$ cat src/rtl/alu_muldiv.sv
// Execute-stage ALU with a registered output stage and an iterative multiply/divide unit.
// Define ALU_MULDIV_EN to build the M-extension datapath; otherwise M ops complete flagged illegal.
module alu_muldiv #(
   parameter int unsigned XLEN   = 64,
   parameter int unsigned SIDE_W = 256
) (
   input  logic              CLK,
   input  logic              RST,
   input  logic              flush,
   input  logic              valid_i,
   output logic              ready_o,
   input  logic [XLEN-1:0]   op1,
   input  logic [XLEN-1:0]   op2,
   input  logic [2:0]        funct3,
   input  logic [6:0]        funct7,
   input  logic              imm,
   input  logic              word_inst,
   input  logic              branch_flag_i,
   input  logic              take_branch,
   input  logic              write_back_i,
   input  logic [4:0]        rd_i,
   input  logic [SIDE_W-1:0] side_i,
   output logic              valid_o,
   output logic [XLEN-1:0]   res,
   output logic              alu_write_back_en,
   output logic [4:0]        rd_o,
   output logic              branch_flag_o,
   output logic [SIDE_W-1:0] side_o,
   output logic              illegal_o
);

   function automatic logic [XLEN-1:0] sext32(input logic [31:0] v);
      return XLEN'($signed(v));
   endfunction

   logic            weff, is_m, br_t;
   logic [5:0]      shamt;
   logic [XLEN-1:0] sh_src, alu_r, base_res;

   assign weff  = (XLEN == 64) && word_inst;
   assign shamt = (XLEN == 64 && !word_inst) ? op2[5:0] : {1'b0, op2[4:0]};
   assign is_m  = !imm && !branch_flag_i && (funct7 == 7'b0000001);

   always_comb begin
      sh_src = op1;
      if (weff) sh_src = funct7[5] ? sext32(op1[31:0]) : XLEN'(op1[31:0]);
      alu_r = '0;
      unique case (funct3)
         3'b000: alu_r = (!imm && funct7 == 7'b0100000) ? op1 - op2 : op1 + op2;
         3'b001: alu_r = op1 << shamt;
         3'b010: alu_r = XLEN'($signed(op1) < $signed(op2));
         3'b011: alu_r = XLEN'(op1 < op2);
         3'b100: alu_r = op1 ^ op2;
         3'b101: alu_r = funct7[5] ? XLEN'($signed(sh_src) >>> shamt) : sh_src >> shamt;
         3'b110: alu_r = op1 | op2;
         3'b111: alu_r = op1 & op2;
      endcase
      if (weff) alu_r = sext32(alu_r[31:0]);
   end

   always_comb begin
      br_t = 1'b0;
      case (funct3)
         3'b000:  br_t = (op1 == op2);
         3'b001:  br_t = (op1 != op2);
         3'b100:  br_t = ($signed(op1) <  $signed(op2));
         3'b101:  br_t = ($signed(op1) >= $signed(op2));
         3'b110:  br_t = (op1 <  op2);
         3'b111:  br_t = (op1 >= op2);
         default: br_t = 1'b0;
      endcase
      base_res = branch_flag_i ? XLEN'(br_t) : alu_r;
   end

`ifdef ALU_MULDIV_EN
   typedef enum logic [1:0] {StIdle, StMul, StDiv, StDone} state_e;

   state_e            state_q;
   logic [6:0]        cnt_q;
   logic              short_q, word_q, div_q, sa_q, sb_q, dz_q;
   logic [2:0]        f3_q;
   logic [2*XLEN-1:0] acc_q, mcand_q, prod;
   logic [XLEN-1:0]   x_q, y_q, rem_q, quo, rem_s, m_res;
   logic [XLEN-1:0]   ext_a, ext_b, mag_a, mag_b;
   logic              sgn_a, sgn_b, neg_a, neg_b;
   logic [XLEN:0]     trial, diff;
   logic              pend_wb_q;
   logic [4:0]        pend_rd_q;
   logic [SIDE_W-1:0] pend_side_q;

   assign ready_o = (state_q == StIdle);

   // Both units iterate on operand magnitudes; signs are reapplied in StDone.
   always_comb begin
      sgn_a = funct3[2] ? !funct3[0] : (funct3[1:0] != 2'b11);
      sgn_b = funct3[2] ? !funct3[0] : !funct3[1];
      ext_a = op1;
      ext_b = op2;
      if (weff) begin
         ext_a = sgn_a ? sext32(op1[31:0]) : XLEN'(op1[31:0]);
         ext_b = sgn_b ? sext32(op2[31:0]) : XLEN'(op2[31:0]);
      end
      neg_a = sgn_a && ext_a[XLEN-1];
      neg_b = sgn_b && ext_b[XLEN-1];
      mag_a = neg_a ? -ext_a : ext_a;
      mag_b = neg_b ? -ext_b : ext_b;
   end

   always_comb begin
      trial = {rem_q, x_q[XLEN-1]};
      diff  = trial - {1'b0, y_q};
      prod  = (sa_q ^ sb_q) ? -acc_q : acc_q;
      quo   = dz_q ? '1 : ((sa_q ^ sb_q) ? -x_q : x_q);
      rem_s = sa_q ? -rem_q : rem_q;
      if (div_q)                   m_res = f3_q[1] ? rem_s : quo;
      else if (f3_q[1:0] == 2'b00) m_res = prod[XLEN-1:0];
      else                         m_res = prod[2*XLEN-1:XLEN];
      if (word_q) m_res = sext32(m_res[31:0]);
   end

   always_ff @(posedge CLK) begin
      if (RST) begin
         state_q           <= StIdle;
         valid_o           <= 1'b0;
         res               <= '0;
         alu_write_back_en <= 1'b0;
         rd_o              <= '0;
         branch_flag_o     <= 1'b0;
         side_o            <= '0;
         illegal_o         <= 1'b0;
      end else if (flush) begin
         state_q           <= StIdle;
         valid_o           <= 1'b0;
         alu_write_back_en <= 1'b0;
         illegal_o         <= 1'b0;
      end else begin
         valid_o   <= 1'b0;
         illegal_o <= 1'b0;
         unique case (state_q)
            StIdle: if (valid_i) begin
               if (is_m) begin
                  state_q     <= funct3[2] ? StDiv : StMul;
                  cnt_q       <= '0;
                  short_q     <= weff || (XLEN == 32);
                  word_q      <= weff;
                  div_q       <= funct3[2];
                  f3_q        <= funct3;
                  sa_q        <= neg_a;
                  sb_q        <= neg_b;
                  dz_q        <= (ext_b == '0);
                  acc_q       <= '0;
                  mcand_q     <= {{XLEN{1'b0}}, mag_a};
                  // Word divides start with the 32-bit dividend left-aligned.
                  x_q         <= funct3[2] ? (weff ? mag_a << 32 : mag_a) : mag_b;
                  y_q         <= mag_b;
                  rem_q       <= '0;
                  pend_wb_q   <= write_back_i && !take_branch;
                  pend_rd_q   <= take_branch ? '0 : rd_i;
                  pend_side_q <= side_i;
               end else begin
                  valid_o           <= 1'b1;
                  res               <= base_res;
                  alu_write_back_en <= write_back_i && !take_branch;
                  rd_o              <= take_branch ? '0 : rd_i;
                  branch_flag_o     <= branch_flag_i;
                  side_o            <= side_i;
               end
            end
            StMul: begin
               acc_q   <= acc_q + (x_q[0] ? mcand_q : '0);
               mcand_q <= mcand_q << 1;
               x_q     <= x_q >> 1;
               cnt_q   <= cnt_q + 7'd1;
               if (cnt_q == (short_q ? 7'd31 : 7'd63)) state_q <= StDone;
            end
            StDiv: begin
               rem_q <= diff[XLEN] ? trial[XLEN-1:0] : diff[XLEN-1:0];
               x_q   <= {x_q[XLEN-2:0], !diff[XLEN]};
               cnt_q <= cnt_q + 7'd1;
               if (cnt_q == (short_q ? 7'd31 : 7'd63)) state_q <= StDone;
            end
            StDone: begin
               state_q           <= StIdle;
               valid_o           <= 1'b1;
               res               <= m_res;
               alu_write_back_en <= pend_wb_q;
               rd_o              <= pend_rd_q;
               branch_flag_o     <= 1'b0;
               side_o            <= pend_side_q;
            end
         endcase
      end
   end
`else
   assign ready_o = 1'b1;

   always_ff @(posedge CLK) begin
      if (RST) begin
         valid_o           <= 1'b0;
         res               <= '0;
         alu_write_back_en <= 1'b0;
         rd_o              <= '0;
         branch_flag_o     <= 1'b0;
         side_o            <= '0;
         illegal_o         <= 1'b0;
      end else if (flush) begin
         valid_o           <= 1'b0;
         alu_write_back_en <= 1'b0;
         illegal_o         <= 1'b0;
      end else begin
         valid_o   <= 1'b0;
         illegal_o <= 1'b0;
         if (valid_i) begin
            valid_o           <= 1'b1;
            res               <= is_m ? '0 : base_res;
            alu_write_back_en <= write_back_i && !take_branch && !is_m;
            rd_o              <= take_branch ? '0 : rd_i;
            branch_flag_o     <= branch_flag_i;
            side_o            <= side_i;
            illegal_o         <= is_m;
         end
      end
   end
`endif

endmodule

$ cat config.mk
export PLATFORM = sky130hd
export DESIGN_NAME = alu_muldiv
export DESIGN_NICKNAME = d
export VERILOG_FILES = /design/src/rtl/alu_muldiv.sv
export SDC_FILE = /design/constraint.sdc
export NUM_CORES = 2
export LEC_CHECK = 0
export ABC_AREA = 1
export CELL_PAD_IN_SITES_DETAIL_PLACEMENT = 0
export CELL_PAD_IN_SITES_GLOBAL_PLACEMENT = 2
export CORE_MARGIN = 5
export CORE_UTILIZATION = 28
export DETAILED_ROUTE_END_ITERATION = 10
export MAX_ROUTING_LAYER = met4
export PLACE_DENSITY_LB_ADDON = 0.1
export SYNTH_ARGS = -nofsm -noshare
export SYNTH_HDL_FRONTEND = slang
export SYNTH_SLANG_ARGS = --single-unit
$ cat constraint.sdc
create_clock -name CLK -period 8.9 [get_ports CLK]
set_clock_uncertainty 0.1 [all_clocks]
set_input_delay 1.78 -clock CLK [delete_from_list [all_inputs] [get_ports CLK]]
set_output_delay 1.78 -clock CLK [all_outputs]
set_load 0.01 [all_outputs]
==> results.py <==
metrics = {
    "setup_path": {
        "cp-end-kind": "flop",
        "cp_num_buf_inv": 5,
        "crit_type": "in2reg",
        "cp-startpoint": "funct3[0]",
        "cp.depth": 13,
        "startpoint_type": "input pin",
        "cp_slowest_cell": "clkdlybuf4s50_1",
        "crit_family": "buffers and inverters",
        "reg2reg_depth": 2,
        "cpPeakStageDelay_ps": 770,
        "arrival_ps": 6430,
        "cp_cell_sequence": "clkdlybuf4s50_1, nor2_2, buf_4, inv_1, nor2_4, inv_1, buf_4, o221ai_1, a21oi_1, o21ai_0, o21bai_1, nand2_1, a21oi_1",
        "r2r_start": "res[32]",
        "crit_path_max_fanout": 31,
        "required_ps": 9270,
    },
    "sta": {
        "post-route-min-period_ps": 6050,
        "finalHoldViolCount": 0,
        "slew_violations": 6,
        "final-setup-viol-count": 0,
        "timing.final.crit_share": 0.680,
        "layout_setup_ws_ps": 2850,
        "worstMarginPinSlew_ps": 1700,
        "fmax_mhz": 165,
        "slew_headroom": -0.142,
        "rsz0062_at_grt": "no",
        "fin_tns_setup_ps": 0,
    },
    "run": {
        "maxCapViolCount": 2,
    },
    "die": {
        "coreArea_um2": 123000,
        "die_w_um": 362,
        "io-pin-count": 738,
        "row_count": 129,
        "dieArea_um2": 131000,
        "start_util": 0.281,
        "die_y_um": 362,
    },
    "place": {
        "dp_hpwl_mm": 219,
        "gp_congestion": 1.04,
        "io_buffers": 736,
        "dp_worst_setup_slack_ps": 2390,
    },
    "cells_and_area": {
        "finish.utilization": 0.360,
        "fillers": 14100,
        "syn_to_final_growth_pct": 28.1,
        "drive_above_1_share": 0.0304,
        "layout.nets": 7455,
    },
    "cts": {
        "cts_resized": 0,
        "numCtsBuffers": 44,
        "cts_htree_levels": 2,
        "cts_root_buffer": "clkbuf_16",
        "cts_hold_buf": 0,
        "cts_tree": "yes",
        "clkLatencyLatePin_ps": 650,
        "post_cts_buffers": 0,
        "clock_path_buffers": 3,
        "cts_sinks": 329,
        "clk_pin_slew_ps": 60,
    },
    "logic_synthesis": {
        "synth_top_cell_by_area": "nand2_1",
        "synth_edf_count": 0,
        "async_flop_share": 0,
        "synth_top_area_share": 0.215,
        "yosysSeqAreaShare": 0.190,
        "yosys_warnings": 0,
        "ys_types": 57,
        "synth-main-ff-cell": "dfxtp_1",
        "synth_area_leaders": "nand2_1 21%, dfxtp_1 19%, nor2_1 10%, o21ai_0 9.3%, nand3_1 8.2%",
        "synthesis.nets": 6983,
        "synth_cells": 6380,
        "syn_area_um2": 34600,
        "synth_seq_cells": 329,
        "synth_area_per_cell_um2": 5.43,
    },
    "power_and_ir_drop": {
        "irDropWorstVdd_uv": 133,
        "p_leak_nw": 20.7,
        "power.density_nw_per_um2": 135,
    },
    "global_route": {
        "grt_max_degree": 204,
        "antenna_found_initial": 34,
        "grt_pass1_vias": 43900,
        "grt_pass1_wl_mm": 356,
        "overflow": 0,
        "grt_usage": 0.395,
    },
    "route": {
        "ant_nets": 0,
        "viasPerCell": 5.53,
        "drt_iter0_markers": 6296,
        "routed_wl_mm": 266,
        "routedWlPerCell_um": 31.2,
        "drcViolationCount": 0,
        "dr.pass1.iters": 7,
        "num_vias": 47200,
    },
    "outcome": {
        "violations": "capacitance limit, slew limit",
        "run_status": "finished with violations",
    },
    "hold_path": {
        "hold_depth": 2,
        "worstHoldStart": "res[5]",
        "hold_class": "reg2reg",
    },
}
## Yosys cell counts (all sizes together) (30+ instances only)
library cell	number
nand2	1996
nor2	942
o21ai	690
inv	612
nand3	565
a21oi	341
dfxtp	329
clkbuf	205
ha	193
buf	161
o211ai	64
nand4	44
nor3	41
a211oi	30
o21bai	30
## final timing paths
kind              to  slack (ps)
min reg2reg   res[5]         360
min           res[5]         360
max reg2reg  res[32]        7830
max           res[9]        2850
## per-stage QoR
step	hold WS, ps	total power, mW	instances	area (um2)
floorplan	384	2.85	6380	34600
global placement	348	4.09	8443	42900
detailed placement	355	4.08	8443	42900
CTS	365	5.93	8523	44300
global route	382	6.20	8532	44400
finish	364	5.97	8535	44400
## metal layers
metal | vias to the layer above | global-route usage | wire (um)
met5 | - | - | 0
met4 | 0 | 0.118 | 9610
met3 | 350 | 0.0814 | 26100
met2 | 2544 | 0.585 | 114000
met1 | 22800 | 0.541 | 116000
li1 | 21500 | - | -
## sequential cells by signal, summed over array words and instances, names as in the netlist
register	cells
rd_o	5
illegal_o	1
valid_o	1
side_o	256
res	64
branch_flag_o	1
alu_write_back_en	1
## layout make-up
class,count,area [um2],area share
Tap cell,1637,2050,0.0462
Inverter,616,2340,0.0527
Clock inverter,16,153,0.00344
Sequential cell,329,6590,0.148
Antenna cell,12,30.0,0.000677
Multi-Input combinational cell,5069,24100,0.543
Timing Repair Buffer,792,7810,0.176
Clock buffer,64,1300,0.0292
## tightest hold or removal path, stage by stage (launching register included)
cell and delay [ps]:
dfxtp_1 310, nand2_1 60, a21oi_1 50
## placed cells by master (no fill, tap or decap), types with 9 or more instances in the layout
| cell type | instances |
|---|---|
| clkbuf_16 | 44 |
| nand2_2 | 12 |
| dfxtp_1 | 329 |
| a211oi_1 | 30 |
| a21oi_2 | 14 |
| diode_2 | 12 |
| inv_2 | 13 |
| o211ai_1 | 62 |
| o22ai_1 | 13 |
| o21ai_1 | 41 |
| o221ai_1 | 17 |
| nand3b_1 | 9 |
| clkdlybuf4s50_1 | 730 |
| clkbuf_8 | 12 |
| inv_1 | 594 |
| o21bai_1 | 30 |
| a21oi_1 | 327 |
| nor3_1 | 40 |
| nand2_1 | 1982 |
| a31oi_1 | 14 |
| nand4_1 | 44 |
| nand3_1 | 564 |
| o21ai_0 | 646 |
| ha_1 | 193 |
| buf_4 | 58 |
| nor2_1 | 932 |
| mux2i_1 | 20 |
## power by group
group | switching (mW) | total (mW) | internal [mW]
Sequential | 0.0551 | 1.62 | 1.56
Combinational | 1.76 | 2.53 | 0.767
Clock | 0.802 | 1.83 | 1.02
Total | 2.62 | 5.97 | 3.35
## cell families after synthesis
logic type,Yosys count,synth area share
and+or+nand+nor,3628,0.424
AOI/OAI and AO/OA,1220,0.192
buffers and inverters,982,0.115
DFF,329,0.190
adders and majority gates,195,0.0709
muxes,20,0.00578
xor gates and xnor gates,5,0.00126
other,1,0.000108
Note: power is estimated with default switching activity, not from simulation.
